--- src/rtl/rtc_pkg.sv ---
// Shared types and constants for the real-time-of-day / alarm core.
package rtc_pkg;

    localparam int SEC_W = 6;
    localparam int MIN_W = 6;
    localparam int HR_W  = 5;

    localparam logic [SEC_W-1:0] SEC_MAX = 6'd59;
    localparam logic [MIN_W-1:0] MIN_MAX = 6'd59;

    typedef enum logic [1:0] {
        ST_IDLE    = 2'd0,
        ST_RINGING = 2'd1,
        ST_SNOOZED = 2'd2
    } rtc_state_e;

    // True when a requested time of day names a real hh:mm:ss on this clock.
    function automatic logic time_in_range(
        input logic [HR_W-1:0]  hr,
        input logic [MIN_W-1:0] mn,
        input logic [SEC_W-1:0] sc,
        input logic [HR_W-1:0]  hr_limit
    );
        return (hr < hr_limit) && (mn <= MIN_MAX) && (sc <= SEC_MAX);
    endfunction

endpackage

--- src/rtl/rtc_prescaler.sv ---
// Divides the board clock down to a one-cycle tick per second.
module rtc_prescaler #(
    parameter int TICK_DIV = 50_000_000
) (
    input  logic clk,
    input  logic reset,
    input  logic clr,
    output logic tick
);

    localparam int               CNT_W    = $clog2(TICK_DIV);
    localparam logic [CNT_W-1:0] CNT_LAST = CNT_W'(TICK_DIV - 1);

    logic [CNT_W-1:0] cnt_r;

    assign tick = (cnt_r == CNT_LAST);

    // Free-running divider; a clear restarts the second from zero.
    always_ff @(posedge clk or negedge reset) begin
        if (!reset) begin
            cnt_r <= '0;
        end else if (clr || tick) begin
            cnt_r <= '0;
        end else begin
            cnt_r <= cnt_r + CNT_W'(1);
        end
    end

endmodule

--- src/rtl/rtc_alarm_core.sv ---
// Time-of-day counters, per-channel alarm match and the shared ring/snooze/dismiss
// controller driving the buzzer.
module rtc_alarm_core
    import rtc_pkg::*;
#(
    parameter int TICK_DIV      = 50_000_000,
    parameter int HOURS_PER_DAY = 24,
    parameter int NUM_ALARMS    = 2,
    parameter int RING_SECS     = 60,
    parameter int SNOOZE_SECS   = 300
) (
    input  logic                        clk,
    input  logic                        reset,
    input  logic                        set_valid,
    input  logic [HR_W-1:0]             set_hr,
    input  logic [MIN_W-1:0]            set_min,
    input  logic [SEC_W-1:0]            set_sec,
    output logic                        set_err,
    input  logic [NUM_ALARMS-1:0]       alarm_en,
    input  logic [HR_W*NUM_ALARMS-1:0]  alarm_hr,
    input  logic [MIN_W*NUM_ALARMS-1:0] alarm_min,
    input  logic                        snooze,
    input  logic                        dismiss,
    output logic [HR_W-1:0]             hr_o,
    output logic [MIN_W-1:0]            min_o,
    output logic [SEC_W-1:0]            sec_o,
    output logic                        sec_pulse,
    output logic                        ring,
    output logic [2:0]                  ring_id,
    output logic [1:0]                  state_o
);

    localparam int                RING_W    = $clog2(RING_SECS + 1);
    localparam int                SNZ_W     = $clog2(SNOOZE_SECS + 1);
    localparam logic [RING_W-1:0] RING_LOAD = RING_W'(RING_SECS);
    localparam logic [SNZ_W-1:0]  SNZ_LOAD  = SNZ_W'(SNOOZE_SECS);
    localparam logic [HR_W-1:0]   HR_LAST   = HR_W'(HOURS_PER_DAY - 1);
    localparam logic [HR_W-1:0]   HR_LIMIT  = HR_W'(HOURS_PER_DAY);

    logic                  tick_s;
    logic                  set_ok_s;
    logic                  match_s;
    logic [NUM_ALARMS-1:0] hit_s;
    logic [2:0]            match_id_s;
    logic [2:0]            ring_id_nxt_s;
    rtc_state_e            state_r;
    rtc_state_e            state_nxt_s;
    logic [RING_W-1:0]     ring_cnt_r;
    logic [RING_W-1:0]     ring_cnt_nxt_s;
    logic [SNZ_W-1:0]      snz_cnt_r;
    logic [SNZ_W-1:0]      snz_cnt_nxt_s;

    assign set_ok_s = set_valid & time_in_range(set_hr, set_min, set_sec, HR_LIMIT);
    assign state_o  = state_r;

    rtc_prescaler #(
        .TICK_DIV (TICK_DIV)
    ) u_prescaler (
        .clk   (clk),
        .reset (reset),
        .clr   (set_ok_s),
        .tick  (tick_s)
    );

    // Time of day: an accepted set overrides a tick landing in the same cycle.
    always_ff @(posedge clk or negedge reset) begin
        if (!reset) begin
            hr_o  <= '0;
            min_o <= '0;
            sec_o <= '0;
        end else if (set_ok_s) begin
            hr_o  <= set_hr;
            min_o <= set_min;
            sec_o <= set_sec;
        end else if (tick_s) begin
            if (sec_o == SEC_MAX) begin
                sec_o <= '0;
                if (min_o == MIN_MAX) begin
                    min_o <= '0;
                    hr_o  <= (hr_o == HR_LAST) ? '0 : hr_o + 5'd1;
                end else begin
                    min_o <= min_o + 6'd1;
                end
            end else begin
                sec_o <= sec_o + 6'd1;
            end
        end
    end

    // Update strobe for alarm evaluation and the rejected-set flag.
    always_ff @(posedge clk or negedge reset) begin
        if (!reset) begin
            sec_pulse <= 1'b0;
            set_err   <= 1'b0;
        end else begin
            sec_pulse <= tick_s | set_ok_s;
            set_err   <= set_valid & ~set_ok_s;
        end
    end

    // Alarm hits are only looked at while the freshly updated time is on the outputs.
    always_comb begin
        hit_s      = '0;
        match_id_s = 3'd0;
        for (int i = 0; i < NUM_ALARMS; i++) begin
            hit_s[i] = sec_pulse & alarm_en[i] & (sec_o == 6'd0)
                     & (hr_o  == alarm_hr[HR_W*i +: HR_W])
                     & (min_o == alarm_min[MIN_W*i +: MIN_W]);
        end
        for (int i = NUM_ALARMS - 1; i >= 0; i--) begin
            match_id_s = hit_s[i] ? 3'(i) : match_id_s;
        end
        match_s = |hit_s;
    end

    // Ring controller next state; dismiss beats snooze beats expiry beats a new match.
    always_comb begin
        state_nxt_s    = state_r;
        ring_cnt_nxt_s = ring_cnt_r;
        snz_cnt_nxt_s  = snz_cnt_r;
        ring_id_nxt_s  = ring_id;
        if (dismiss) begin
            state_nxt_s = ST_IDLE;
        end else begin
            case (state_r)
                ST_IDLE: begin
                    if (match_s) begin
                        state_nxt_s    = ST_RINGING;
                        ring_cnt_nxt_s = RING_LOAD;
                        ring_id_nxt_s  = match_id_s;
                    end else begin
                        state_nxt_s = ST_IDLE;
                    end
                end
                ST_RINGING: begin
                    if (snooze) begin
                        state_nxt_s   = ST_SNOOZED;
                        snz_cnt_nxt_s = SNZ_LOAD;
                    end else if (tick_s) begin
                        ring_cnt_nxt_s = ring_cnt_r - RING_W'(1);
                        state_nxt_s    = (ring_cnt_r <= RING_W'(1)) ? ST_IDLE : ST_RINGING;
                    end else begin
                        state_nxt_s = ST_RINGING;
                    end
                end
                ST_SNOOZED: begin
                    if (tick_s && (snz_cnt_r <= SNZ_W'(1))) begin
                        state_nxt_s    = ST_RINGING;
                        snz_cnt_nxt_s  = '0;
                        ring_cnt_nxt_s = RING_LOAD;
                    end else if (match_s) begin
                        state_nxt_s    = ST_RINGING;
                        ring_cnt_nxt_s = RING_LOAD;
                        ring_id_nxt_s  = match_id_s;
                    end else if (tick_s) begin
                        snz_cnt_nxt_s = snz_cnt_r - SNZ_W'(1);
                    end else begin
                        state_nxt_s = ST_SNOOZED;
                    end
                end
                default: begin
                    state_nxt_s = ST_IDLE;
                end
            endcase
        end
    end

    // Controller registers; ring mirrors the state it is entering.
    always_ff @(posedge clk or negedge reset) begin
        if (!reset) begin
            state_r    <= ST_IDLE;
            ring_cnt_r <= '0;
            snz_cnt_r  <= '0;
            ring_id    <= 3'd0;
            ring       <= 1'b0;
        end else begin
            state_r    <= state_nxt_s;
            ring_cnt_r <= ring_cnt_nxt_s;
            snz_cnt_r  <= snz_cnt_nxt_s;
            ring_id    <= ring_id_nxt_s;
            ring       <= (state_nxt_s == ST_RINGING);
        end
    end

endmodule

--- config.mk ---
export PLATFORM = sky130hd
export DESIGN_NAME = rtc_alarm_core
export DESIGN_NICKNAME = d
export VERILOG_FILES = /design/src/rtl/rtc_pkg.sv /design/src/rtl/rtc_prescaler.sv /design/src/rtl/rtc_alarm_core.sv
export SDC_FILE = /design/constraint.sdc
export NUM_CORES = 1
export LEC_CHECK = 0
export CORE_MARGIN = 2
export CORE_UTILIZATION = 58
export CTS_BUF_LIST = sky130_fd_sc_hd__clkbuf_4 sky130_fd_sc_hd__clkbuf_8 sky130_fd_sc_hd__clkbuf_16
export CTS_CLUSTER_DIAMETER = 150
export DETAILED_ROUTE_END_ITERATION = 6
export GPL_TIMING_DRIVEN = 1
export MAX_ROUTING_LAYER = met4
export PLACE_DENSITY_LB_ADDON = 0.15
export SYNTH_ARGS = -nofsm -noshare
export SYNTH_HDL_FRONTEND = slang
export SYNTH_SLANG_ARGS = --single-unit
--- constraint.sdc ---
create_clock -name clk -period 5.9 [get_ports clk]
set_input_delay 0.59 -clock clk [delete_from_list [all_inputs] [get_ports clk]]
set_output_delay 0.59 -clock clk [all_outputs]
set_load 0.03 [all_outputs]
======== Word level (Yosys, flattened, before mapping) ========
Cells that the tools add are included.
W data, S select, Z words.
storage, ports and cells
  logic and storage cells ................. 107
  output and inout port bits .............. 25
  bits in registers ....................... 66
cells by class
  bitwise operators ....................... 13
  reductions and logical operators ........ 18
  equal/unequal tests ..................... 17
  $add $sub $neg .......................... 6
  magnitude comparators ................... 5
  mux-type cells .......................... 37
operators by type and width
  kind                     number
  $mux W6                  11
  $mux W9                  4
  $add A26 B1 Y26 const B  1
  $eq A26 B26 Y1 const B   1
  $mux W26                 1
  $mux W5                  5
  $pmux W6 S3              1
  $pmux W9 S2              1
  $add A6 B1 Y6 const B    2
  $eq A6 B6 Y1             2
  $eq A6 B6 Y1 const B     2
  $le A6 B6 Y1 const B     2
  $and A1 B1 Y1            10
  $eq A5 B5 Y1             2
  $mux W2                  5
  $reduce_bool A2 Y1       5
  $le A9 B1 Y1 const B     1
  $sub A9 B1 Y9 const B    1
  $ne A2 B2 Y1 const B     4
  $le A6 B1 Y1 const B     1
  $logic_not A6 Y1         1
  $mux W3                  2
  $ne A3 B3 Y1 const B     2
  $pmux W2 S3              1
  other kinds (19)         28

======== Longest topological paths before layout ========
Gate-level depths: netlist of run 1.
  depth after elaboration ................. 10
  gate-level depth with buffers ........... 9
  mapped depth without buffers ............ 8

======== Cells and area by module ========
From an unflattened synthesis of run 1, not the netlist that was laid out.
second synthesis, totals
  cell total of the unflattened synthesis .. 485
  area total of the unflattened synthesis .. 4184.0 um^2
by module, submodules not included
  module          area an instance (um^2)  instances  cells each
  rtc_alarm_core  2798.9                   1          341
  rtc_prescaler   1385.1                   1          144

======== Worst setup path after synthesis of run 1 ========
Ideal clock, no wire load.
  path type ............................... reg-to-reg
  from .................................... register u_prescaler.cnt_r[0]
  to ...................................... register snz_cnt_r[3]
  cell stages (with the launch flop) ...... 9
  slack ................................... 3699 ps
  arrival time ............................ 2080 ps
  path buffers ............................ 1
  clock period less this slack ............ 2201 ps
  cell sequence ........................... dfrtp_1 -> ha_1 -> and3_1 -> nand2_4 -> or4_1 -> buf_2 -> nor2_1 -> o221ai_1 -> a22o_1
on the way
  longest elaborated chain between the ends .. 4
  elaborated cells between the ends (all ways) .. 7
  classes of those cells .................. 3 x eq/ne; 2 x mux; 2 x reduce/logical
ends and longest elaborated chain
  what                                                        line                   RTL
  start, declared                                             rtc_prescaler.sv:14    logic [CNT_W-1:0] cnt_r;
  start signal, assigned                                      rtc_prescaler.sv:25    cnt_r <= cnt_r + CNT_W'(1);
  $eq A26 B26 Y1 (*)                                          rtc_prescaler.sv:16    assign tick = (cnt_r == CNT_LAST);
  $logic_and A1 B1 Y1                                         rtc_alarm_core.sv:147  if (tick_s && (snz_cnt_r <= SNZ_W'(1))) begin
  $ne A3 B3 Y1 (no line) or $mux W9 (tied branches)           n/a
  $reduce_and A5 Y1 (no line) or $pmux W9 S2 (tied branches)  n/a
  end signal, assigned                                        rtc_alarm_core.sv:179  snz_cnt_r <= snz_cnt_nxt_s;
  end, declared                                               rtc_alarm_core.sv:50   logic [SNZ_W-1:0] snz_cnt_r;
Every way passes the cells marked *; elsewhere a longest branch is shown, timed or not.
A chain may end at the register's enable or synchronous reset.

======== Final worst setup path of run 1 ========
  from .................................... register u_prescaler.cnt_r[0]
  to ...................................... register u_prescaler.cnt_r[19]
on the way
  longest elaborated chain between the ends .. 3
  elaborated cells between the ends (all ways) .. 4
  classes of those cells .................. 1 x add/sub; 1 x eq/ne; 1 x mux; 1 x reduce/logical
ends and longest elaborated chain
  what                                                     line                 RTL
  branches (longest 2 deep; another with $add A26 B1 Y26)  n/a
  $mux W26 (*)                                             rtc_prescaler.sv:22  end else if (clr || tick) begin
Mark *: on every way between the ends.

==> results.toml, run 1 <==
[cells_and_area]
fin_cells = 634
area_growth_pct = 23.0
drive_gt1_share_pct = 5.58
finalNetCount = 593
fillers = 520
antenna_cells = 0
layout_common_cells = "clkdlybuf4s50_1, dfrtp_1, nor2_1, nand2_1, xnor2_1"
final_common_cell = "clkdlybuf4s50_1"

[yosys]
async_flop_share_pct = 100
synth_top_area_share_pct = 39.2
yosys.area.top_type = "dfrtp_1"
synth.ff_latch_count = 64
syn_area_per_cell_um2 = 8.65
yosys.cell_types.count = 57
synth_cells = 473
syn_area_um2 = 4090
yosysWarnings = 0
ys.flop_type = "dfrtp_1"
synth_edf_count = 0
seq_area_frac_synth_pct = 39.2
netlist_top_cells_area = "dfrtp_1, xnor2_1, nor2_1, ha_1, o21ai_0"

[clock_tree]
cts_sinks = 64
cts.clk_slew.worst_paths_ns = 0.08
ctsHoldBuffers = 0
post_cts_buffers = 0
cts_buffers = 9
root_buffer = "clkbuf_8"
cts_resized = 0
h-tree-depth = 3
cts_buffer_depth = 2
clock_latency_ns = 0.35
cts_tree = "built"

[pwr]
pwr-share-seq_pct = 41.6
ir_drop_v = 0.000191
p_leak_nw = 2.05
switching_share_pct = 34.6
p_per_area_nw_per_um2 = 276
p_int_mw = 0.909
switchingPower_mw = 0.480
p_comb_share_pct = 27.0
clockPowerShare_pct = 31.4

[global_routing]
grt_usage_pct = 27.2
grt_pass1_wl_um = 16000
grt_max_degree = 65
antenna_found_initial = 0
gr-total-overflow = 0
grt_pass1_vias = 3435

[worst_hold_path]
min_path_type = "input port to async pin"

[detailed_routing]
drtPass1Iterations = 4
routed_via_density = 5.87
wl_um = 9830
postRouteAntennaNets = 0
drc = 0
drt-initial-drc-count = 230
wl_per_cell_um = 15.5
num_vias = 3719

[floorplanning]
die_x_um = 88.0
rows = 30
die_area_um2 = 7740
die_h_um = 88.0
core_um2 = 6790
start_util_pct = 60.2
io_pins = 71

[timing]
rsz0062_at_grt = "no"
min_period_ns = 2.79
drv_slew = 0
setup_violations = 0
period_share_pct = 47.3
timing.fmax_ghz = 0.359
setup_ws_ns = 3.11
finalClockSkew_ns = 0.0104
relSlewSlack_pct = 40.5
hold_viol = 0
setup_tns_ns = 0
worstMarginPinSlew_ns = 0.890

[critical_path]
crit_start = "u_prescaler.cnt_r[0]"
path_cells = "ha_1, and3_1, nand2_4, or4_1, nand2_1, nor2_1"
slowest_delay_ns = 0.73
cp_max_fo = 25
crit_type = "register to register"
crit-reg2reg-capture = "u_prescaler.cnt_r[19]"
crit_buf_inv = 0
cp_data_required_time_ns = 6.09
cp.depth = 6
timing.critical_path.to_type = "register"
start_kind = "register"
r2r_setup_slack_ns = 3.11
critical_path.top_delay_family = "simple AND/OR/NAND/NOR gates"
reg2reg_from = "u_prescaler.cnt_r[0]"
rr_worst_depth = 6
crit_end = "u_prescaler.cnt_r[19]"
arrival_ns = 2.98
cp_slowest_cell = "or4_1"

[place]
post-place-ws_ns = 3.00
dp_cells = 618
routabilityCongestion = 0.924
dp_hpwl_um = 7190
port-buffer-count = 68

[status]
status = "finished, final reports clean"

[run]
drv_cap = 0
-- cells by family (layout without fill, tap and decap cells) --
logic type | Yosys count | count (layout) | synth area share, %
AO/OA/AOI/OAI | 98 | 98 | 15.0
XOR/XNOR | 46 | 46 | 9.85
adder cells (fa/ha/maj) | 14 | 14 | 4.28
buffers and inverters | 38 | 102 | 3.92
flip-flops | 64 | 64 | 39.2
multiplexers | 10 | 10 | 2.54
other | 1 | 2 | 0.0917
AND/OR/NAND/NOR | 202 | 202 | 25.1
-- state kept, by name, summed over array words and instances, names as in the netlist --
signal             count
u_prescaler.cnt_r     26
snz_cnt_r              9
min_o                  6
ring_cnt_r             6
sec_o                  6
hr_o                   5
state_o                2
ring                   1
ring_id                1
sec_pulse              1
set_err                1
-- metal layers --
layer	vias to the layer above	wire [µm]	share of wire [%]	global-route usage [%]
li1	1801	-	-	-
met1	1787	4380	45	36.1
met2	110	4860	49	43.3
met3	21	405	4.1	3.68
met4	0	179	1.8	9.09
met5	-	0	0	-
-- how the worst min path moves through the flow --
stage | end | slack (ns)
final | u_prescaler.cnt_r[21] | 0.43
after global routing | u_prescaler.cnt_r[15] | 0.51
after CTS | ring_cnt_r[1] | 0.46
after detailed placement | snz_cnt_r[7] | 0.52
after global placement | snz_cnt_r[7] | 0.50
after floorplan | hr_o[0] | 0.29
-- cell type report --
class / instances / area [µm²] / share of cell area, %
Timing Repair Buffer: 70 / 691 / 13.7
Inverter: 16 / 60.1 / 1.19
Tap cell: 96 / 120 / 2.39
Multi-Input combinational cell: 372 / 2330 / 46.4
Clock buffer: 9 / 124 / 2.46
Sequential cell: 64 / 1600 / 31.8
Clock inverter: 7 / 103 / 2.04
-- through the flow --
step / power [mW] / hold WS (ns) / cell area (µm²) / util, %
finish: 1.39 / 0.426 / 5030 / 74.1
global route: 1.46 / 0.506 / 5030 / 74.1
CTS: 1.39 / 0.456 / 5030 / 74.1
detailed placement: 0.958 / 0.518 / 4800 / 70.7
global placement: 0.952 / 0.505 / 4800 / 70.7
floorplan: 0.802 / 0.294 / 4090 / -
-- synth_stat cells (2+ instances only) --
master / count
or3_1: 6
nor3_1: 22
or4_1: 4
ha_1: 14
o21a_1: 2
inv_1: 16
nor2_1: 60
nand3b_1: 2
o221ai_1: 2
a21oi_1: 15
nor2b_1: 4
and3_1: 7
nand3_1: 23
a211oi_1: 6
mux2_2: 3
xor2_1: 12
o21bai_1: 2
o211ai_1: 2
xnor2_1: 34
mux2i_1: 7
a31oi_1: 11
o22ai_1: 2
buf_2: 5
nor4_1: 2
and2_1: 3
nand2b_1: 3
a21o_1: 3
and4_1: 2
o21ai_0: 33
nand2_1: 35
a21boi_0: 2
a22o_1: 4
clkbuf_1: 14
nor3b_1: 2
buf_4: 3
a22oi_1: 2
dfrtp_1: 64
o31ai_1: 4
nand4_1: 18
-- power groups by stage --
stage / sequential, mW / clock, mW / combinational (mW)
after floorplan: 0.613 / 0 / 0.189
after global placement: 0.581 / 0 / 0.370
after detailed placement: 0.583 / 0 / 0.375
after CTS: 0.575 / 0.439 / 0.377
after global routing: 0.587 / 0.458 / 0.411
final: 0.578 / 0.436 / 0.375
Note: power is estimated with default switching activity, not from simulation.
==> run 2: changes to the inputs <==
CORE_UTILIZATION = 54   (was 58)
clock period = 2.85 ns   (was 5.9 ns; I/O delays follow)
==> results.toml, run 2 (synthesis gave the netlist of run 1 again) <==
[timing]
hold_viol = 0
setup_tns_ns = 0
timing.fmax_ghz = 0.396
min_period_ns = 2.52
worstMarginPinSlew_ns = 0.762
drv_slew = 0
rsz0062_at_grt = "no"
finalClockSkew_ns = 0.0142
setup_ws_ns = 0.326
relSlewSlack_pct = 49.1
period_share_pct = 88.6
setup_violations = 0

[clock_tree]
cts_buffers = 9
cts_buffer_depth = 2
post_cts_buffers = 0
cts_sinks = 64
h-tree-depth = 3
cts_tree = "built"
root_buffer = "clkbuf_8"
cts.clk_slew.worst_paths_ns = 0.08
ctsHoldBuffers = 1
cts_resized = 0
clock_latency_ns = 0.35

[floorplanning]
die_x_um = 91.0
die_area_um2 = 8290
io_pins = 71
start_util_pct = 56.1
die_h_um = 91.0
rows = 31
core_um2 = 7290

[critical_path]
rr_worst_depth = 8
timing.critical_path.to_type = "register"
crit-reg2reg-capture = "hr_o[3]"
r2r_setup_slack_ns = 0.33
start_kind = "register"
cp_data_required_time_ns = 3.06
crit_type = "register to register"
cp_max_fo = 10
reg2reg_from = "u_prescaler.cnt_r[0]"
arrival_ns = 2.74

[pwr]
switchingPower_mw = 0.962
switching_share_pct = 34.9
ir_drop_v = 0.000425
pwr-share-seq_pct = 43.4
p_per_area_nw_per_um2 = 544
clockPowerShare_pct = 28.1
p_leak_nw = 2.07
p_int_mw = 1.80
p_comb_share_pct = 28.4

[detailed_routing]
drc = 0
num_vias = 3746
drtPass1Iterations = 4
wl_um = 10200
routed_via_density = 5.81
wl_per_cell_um = 15.8
drt-initial-drc-count = 290
postRouteAntennaNets = 0

[global_routing]
grt_pass1_wl_um = 17100
grt_pass1_vias = 3560
grt_max_degree = 31
gr-total-overflow = 0
antenna_found_initial = 0
grt_usage_pct = 26.4

[place]
dp_hpwl_um = 7580
post-place-ws_ns = 0.338
port-buffer-count = 68
placement.cell_area_um2 = 4870
routabilityCongestion = 0.910
dp_cells = 629

[cells_and_area]
fillers = 617
fin_cells = 645
finalInstanceArea_um2 = 5070
top_regs = "u_prescaler.cnt_r x26, snz_cnt_r x9"
max_flop_register = "u_prescaler.cnt_r"
largest_reg_flops = 26
layout_common_cells = "clkdlybuf4s50_1, dfrtp_1, nor2_1, nand2_1, xnor2_1"
area_growth_pct = 23.9
finalNetCount = 602
drive_gt1_share_pct = 6.78
antenna_cells = 0
final_common_cell = "clkdlybuf4s50_1"

[worst_hold_path]
min_path_type = "input port to async pin"

[status]
status = "finished, final reports clean"

[run]
drv_cap = 0
## run 2: area by class of cell
| type | instances | area [µm²] | area share (%) |
|---|---|---|---|
| clock buffers | 10 | 131 | 2.59 |
| clock inverters | 5 | 58.8 | 1.16 |
| inverters | 16 | 60.1 | 1.18 |
| multi-input cells | 372 | 2330 | 46.0 |
| flip-flops and latches | 64 | 1600 | 31.6 |
| well taps | 99 | 124 | 2.44 |
| repair buffers | 79 | 761 | 15.0 |
## run 2: worst max-delay path by stage
stage | from | end | depth (start not counted) | slack (ns)
final | u_prescaler.cnt_r[0] | hr_o[3] | 8 | 0.33
after global routing | u_prescaler.cnt_r[0] | min_o[3] | 8 | 0.15
after CTS | u_prescaler.cnt_r[0] | hr_o[3] | 8 | 0.34
after detailed placement | u_prescaler.cnt_r[0] | hr_o[3] | 8 | 0.34
after global placement | alarm_min[8] | snz_cnt_r[2] | 7 | 0.43
after floorplan | u_prescaler.cnt_r[0] | snz_cnt_r[3] | 8 | 0.65
## run 2: routing by layer
metal / vias to the layer above / GRT usage, % / part of all wire, %
met1: 1778 / 35.0 / 45
met5: - / - / 0
li1: 1820 / - / -
met4: 0 / 8.33 / 1.7
met2: 133 / 41.9 / 48
met3: 15 / 4.15 / 5.8
## run 2: through the flow
step	utilization [%]	hold slack (ns)	power, mW
global route	69.5	0.515	2.89
finish	69.5	0.499	2.76
floorplan	-	-0.0106	1.66
CTS	69.5	0.493	2.77
global placement	66.8	0.370	1.98
detailed placement	66.8	0.377	2.00
## run 2: power by group through the flow
stage	clock network [mW]	registers, mW	logic [mW]
floorplan	0	1.27	0.391
finish	0.776	1.20	0.784
detailed placement	0	1.21	0.786
CTS	0.783	1.19	0.793
global placement	0	1.21	0.770
global route	0.826	1.22	0.849
## run 2: worst max-delay path, cell delays in order (launching register included)
cell and delay [ns]:
dfrtp_1 0.43, ha_1 0.31, and3_1 0.27, nand2_4 0.07
nor4_4 0.44, buf_4 0.23, a31oi_1 0.24, o21ai_0 0.27
o21ai_0 0.11
==> run 3: changes to the inputs <==
CTS_BUF_LIST = unset   (was sky130_fd_sc_hd__clkbuf_4 sky130_fd_sc_hd__clkbuf_8 sky130_fd_sc_hd__clkbuf_16)
==> results.toml, run 3 (synthesis gave the netlist of run 1 again) <==
[pwr]
power_mw = 2.75
switchingPower_mw = 0.961
p_per_area_nw_per_um2 = 542
p_comb_share_pct = 28.5
pwr-share-seq_pct = 43.6
p_int_mw = 1.79
ir_drop_v = 0.000425
clockPowerShare_pct = 27.9
p_leak_nw = 2.07
switching_share_pct = 35.0

[timing]
hold_viol = 0
relSlewSlack_pct = 49.0
timing.fmax_ghz = 0.397
worstMarginPinSlew_ns = 0.763
drv_slew = 0
setup_violations = 0
finalClockSkew_ns = 0.0143
rsz0062_at_grt = "no"
setup_tns_ns = 0
min_period_ns = 2.52
period_share_pct = 88.5
hold_ws_ns = 0.499

[floorplanning]
die_x_um = 91.0
rows = 31
die_h_um = 91.0
start_util_pct = 56.1
io_pins = 71
die_area_um2 = 8290
core_um2 = 7290

[global_routing]
grt_max_degree = 31
antenna_found_initial = 0
grt_pass1_vias = 3562
grt_usage_pct = 26.4
gr-total-overflow = 0
grt_pass1_wl_um = 17100

[cells_and_area]
top_regs = "u_prescaler.cnt_r x26, snz_cnt_r x9"
antenna_cells = 0
utilization_pct = 69.5
largest_reg_flops = 26
fin_cells = 645
max_flop_register = "u_prescaler.cnt_r"
layout_common_cells = "clkdlybuf4s50_1, dfrtp_1, nor2_1, nand2_1, xnor2_1"
final_common_cell = "clkdlybuf4s50_1"
drive_gt1_share_pct = 6.59
finalNetCount = 602
area_growth_pct = 23.8

[detailed_routing]
drc = 0
drt-initial-drc-count = 281
routed_via_density = 5.83
num_vias = 3758
wl_um = 10200
drtPass1Iterations = 4
wl_per_cell_um = 15.8
postRouteAntennaNets = 0

[clock_tree]
cts_buffer_depth = 2
cts_sinks = 64
clock_latency_ns = 0.35
root_buffer = "clkbuf_8"
h-tree-depth = 3
cts_buffers = 9
post_cts_buffers = 0
cts_tree = "built"
cts_resized = 0
cts.clk_slew.worst_paths_ns = 0.08

[critical_path]
cp_max_fo = 10
crit_type = "register to register"
crit_buf_inv = 1
start_kind = "register"
critical_path.top_delay_family = "simple AND/OR/NAND/NOR gates"
timing.critical_path.to_type = "register"
cp_slowest_cell = "nor4_4"
crit_top_cell = "o21ai_0"
cp_data_required_time_ns = 3.06
arrival_ns = 2.73
slowest_delay_ns = 0.44
path_cells = "ha_1, and3_1, nand2_4, nor4_4, buf_4, a31oi_1, o21ai_0, o21ai_0"

[run]
drv_cap = 0

[place]
dp_hpwl_um = 7580
dp_cells = 629
port-buffer-count = 68
routabilityCongestion = 0.910

[status]
status = "finished, final reports clean"

[worst_hold_path]
min_path_type = "input port to async pin"
## run 3: cell counts in the layout (fill, tap and decap cells not counted)
Identical to the previous run, type by type.
## run 3: final cells by class
cell class	instances	area, µm²
clock buffers	10	128
clock inverters	5	58.8
fillers	617	2230
inverters	16	60.1
multi-input cells	372	2330
flip-flops and latches	64	1600
well taps	99	124
repair buffers	79	761
## run 3: stage by stage
stage / cell area [µm²] / setup slack (ns)
4_1_cts: 5060 / 0.340
3_3_place_gp: 4870 / 0.429
3_5_place_dp: 4870 / 0.338
2_1_floorplan: 4090 / 0.649
5_1_grt: 5060 / 0.154
6_report: 5060 / 0.328
## run 3: repair_timing
| item | 4_1_cts | 5_1_grt |
|---|---|---|
| hold buffers | 1 | 0 |
| hold endpoints to repair | 8 | 0 |
| endpoints found under the setup margin | 0 | 0 |
## run 3: worst register-to-register path: cells and delay by family, from the launching register on
kind,cells,cell delay [ns]
AND/OR/NAND/NOR,3,0.78
AO/OA/AOI/OAI,3,0.62
flip-flops,1,0.43
adder cells (fa/ha/maj),1,0.31
buffers and inverters,1,0.23
## run 3: power by group through the flow
stage | sequential [mW] | combinational [mW] | clock, mW
floorplan | 1.27 | 0.391 | 0
global placement | 1.21 | 0.770 | 0
detailed placement | 1.21 | 0.786 | 0
CTS | 1.19 | 0.793 | 0.773
global route | 1.22 | 0.849 | 0.818
finish | 1.20 | 0.784 | 0.766
## run 3: path summary, 6_finish.rpt
| path | start | endpoint | slack (ns) | cells after the start |
|---|---|---|---|---|
| max | u_prescaler.cnt_r[0] | hr_o[3] | 0.33 | 8 |
| min | reset | u_prescaler.cnt_r[21] | 0.50 | 2 |
| max reg2reg | u_prescaler.cnt_r[0] | hr_o[3] | 0.33 | 8 |
| min reg2reg | u_prescaler.cnt_r[0] | u_prescaler.cnt_r[0] | 0.54 | 1 |
| max in group asynchronous | reset | ring | 1.55 | 3 |
| min in group clk | set_sec[0] | sec_o[0] | 0.51 | 3 |
## run 3: routing by layer
layer | track usage, % | vias up | part of all wire [%]
met5 | - | - | 0
met4 | 8.33 | 0 | 1.7
met3 | 4.15 | 15 | 5.3
met2 | 42.0 | 124 | 48
met1 | 35.0 | 1800 | 45
li1 | - | 1819 | -
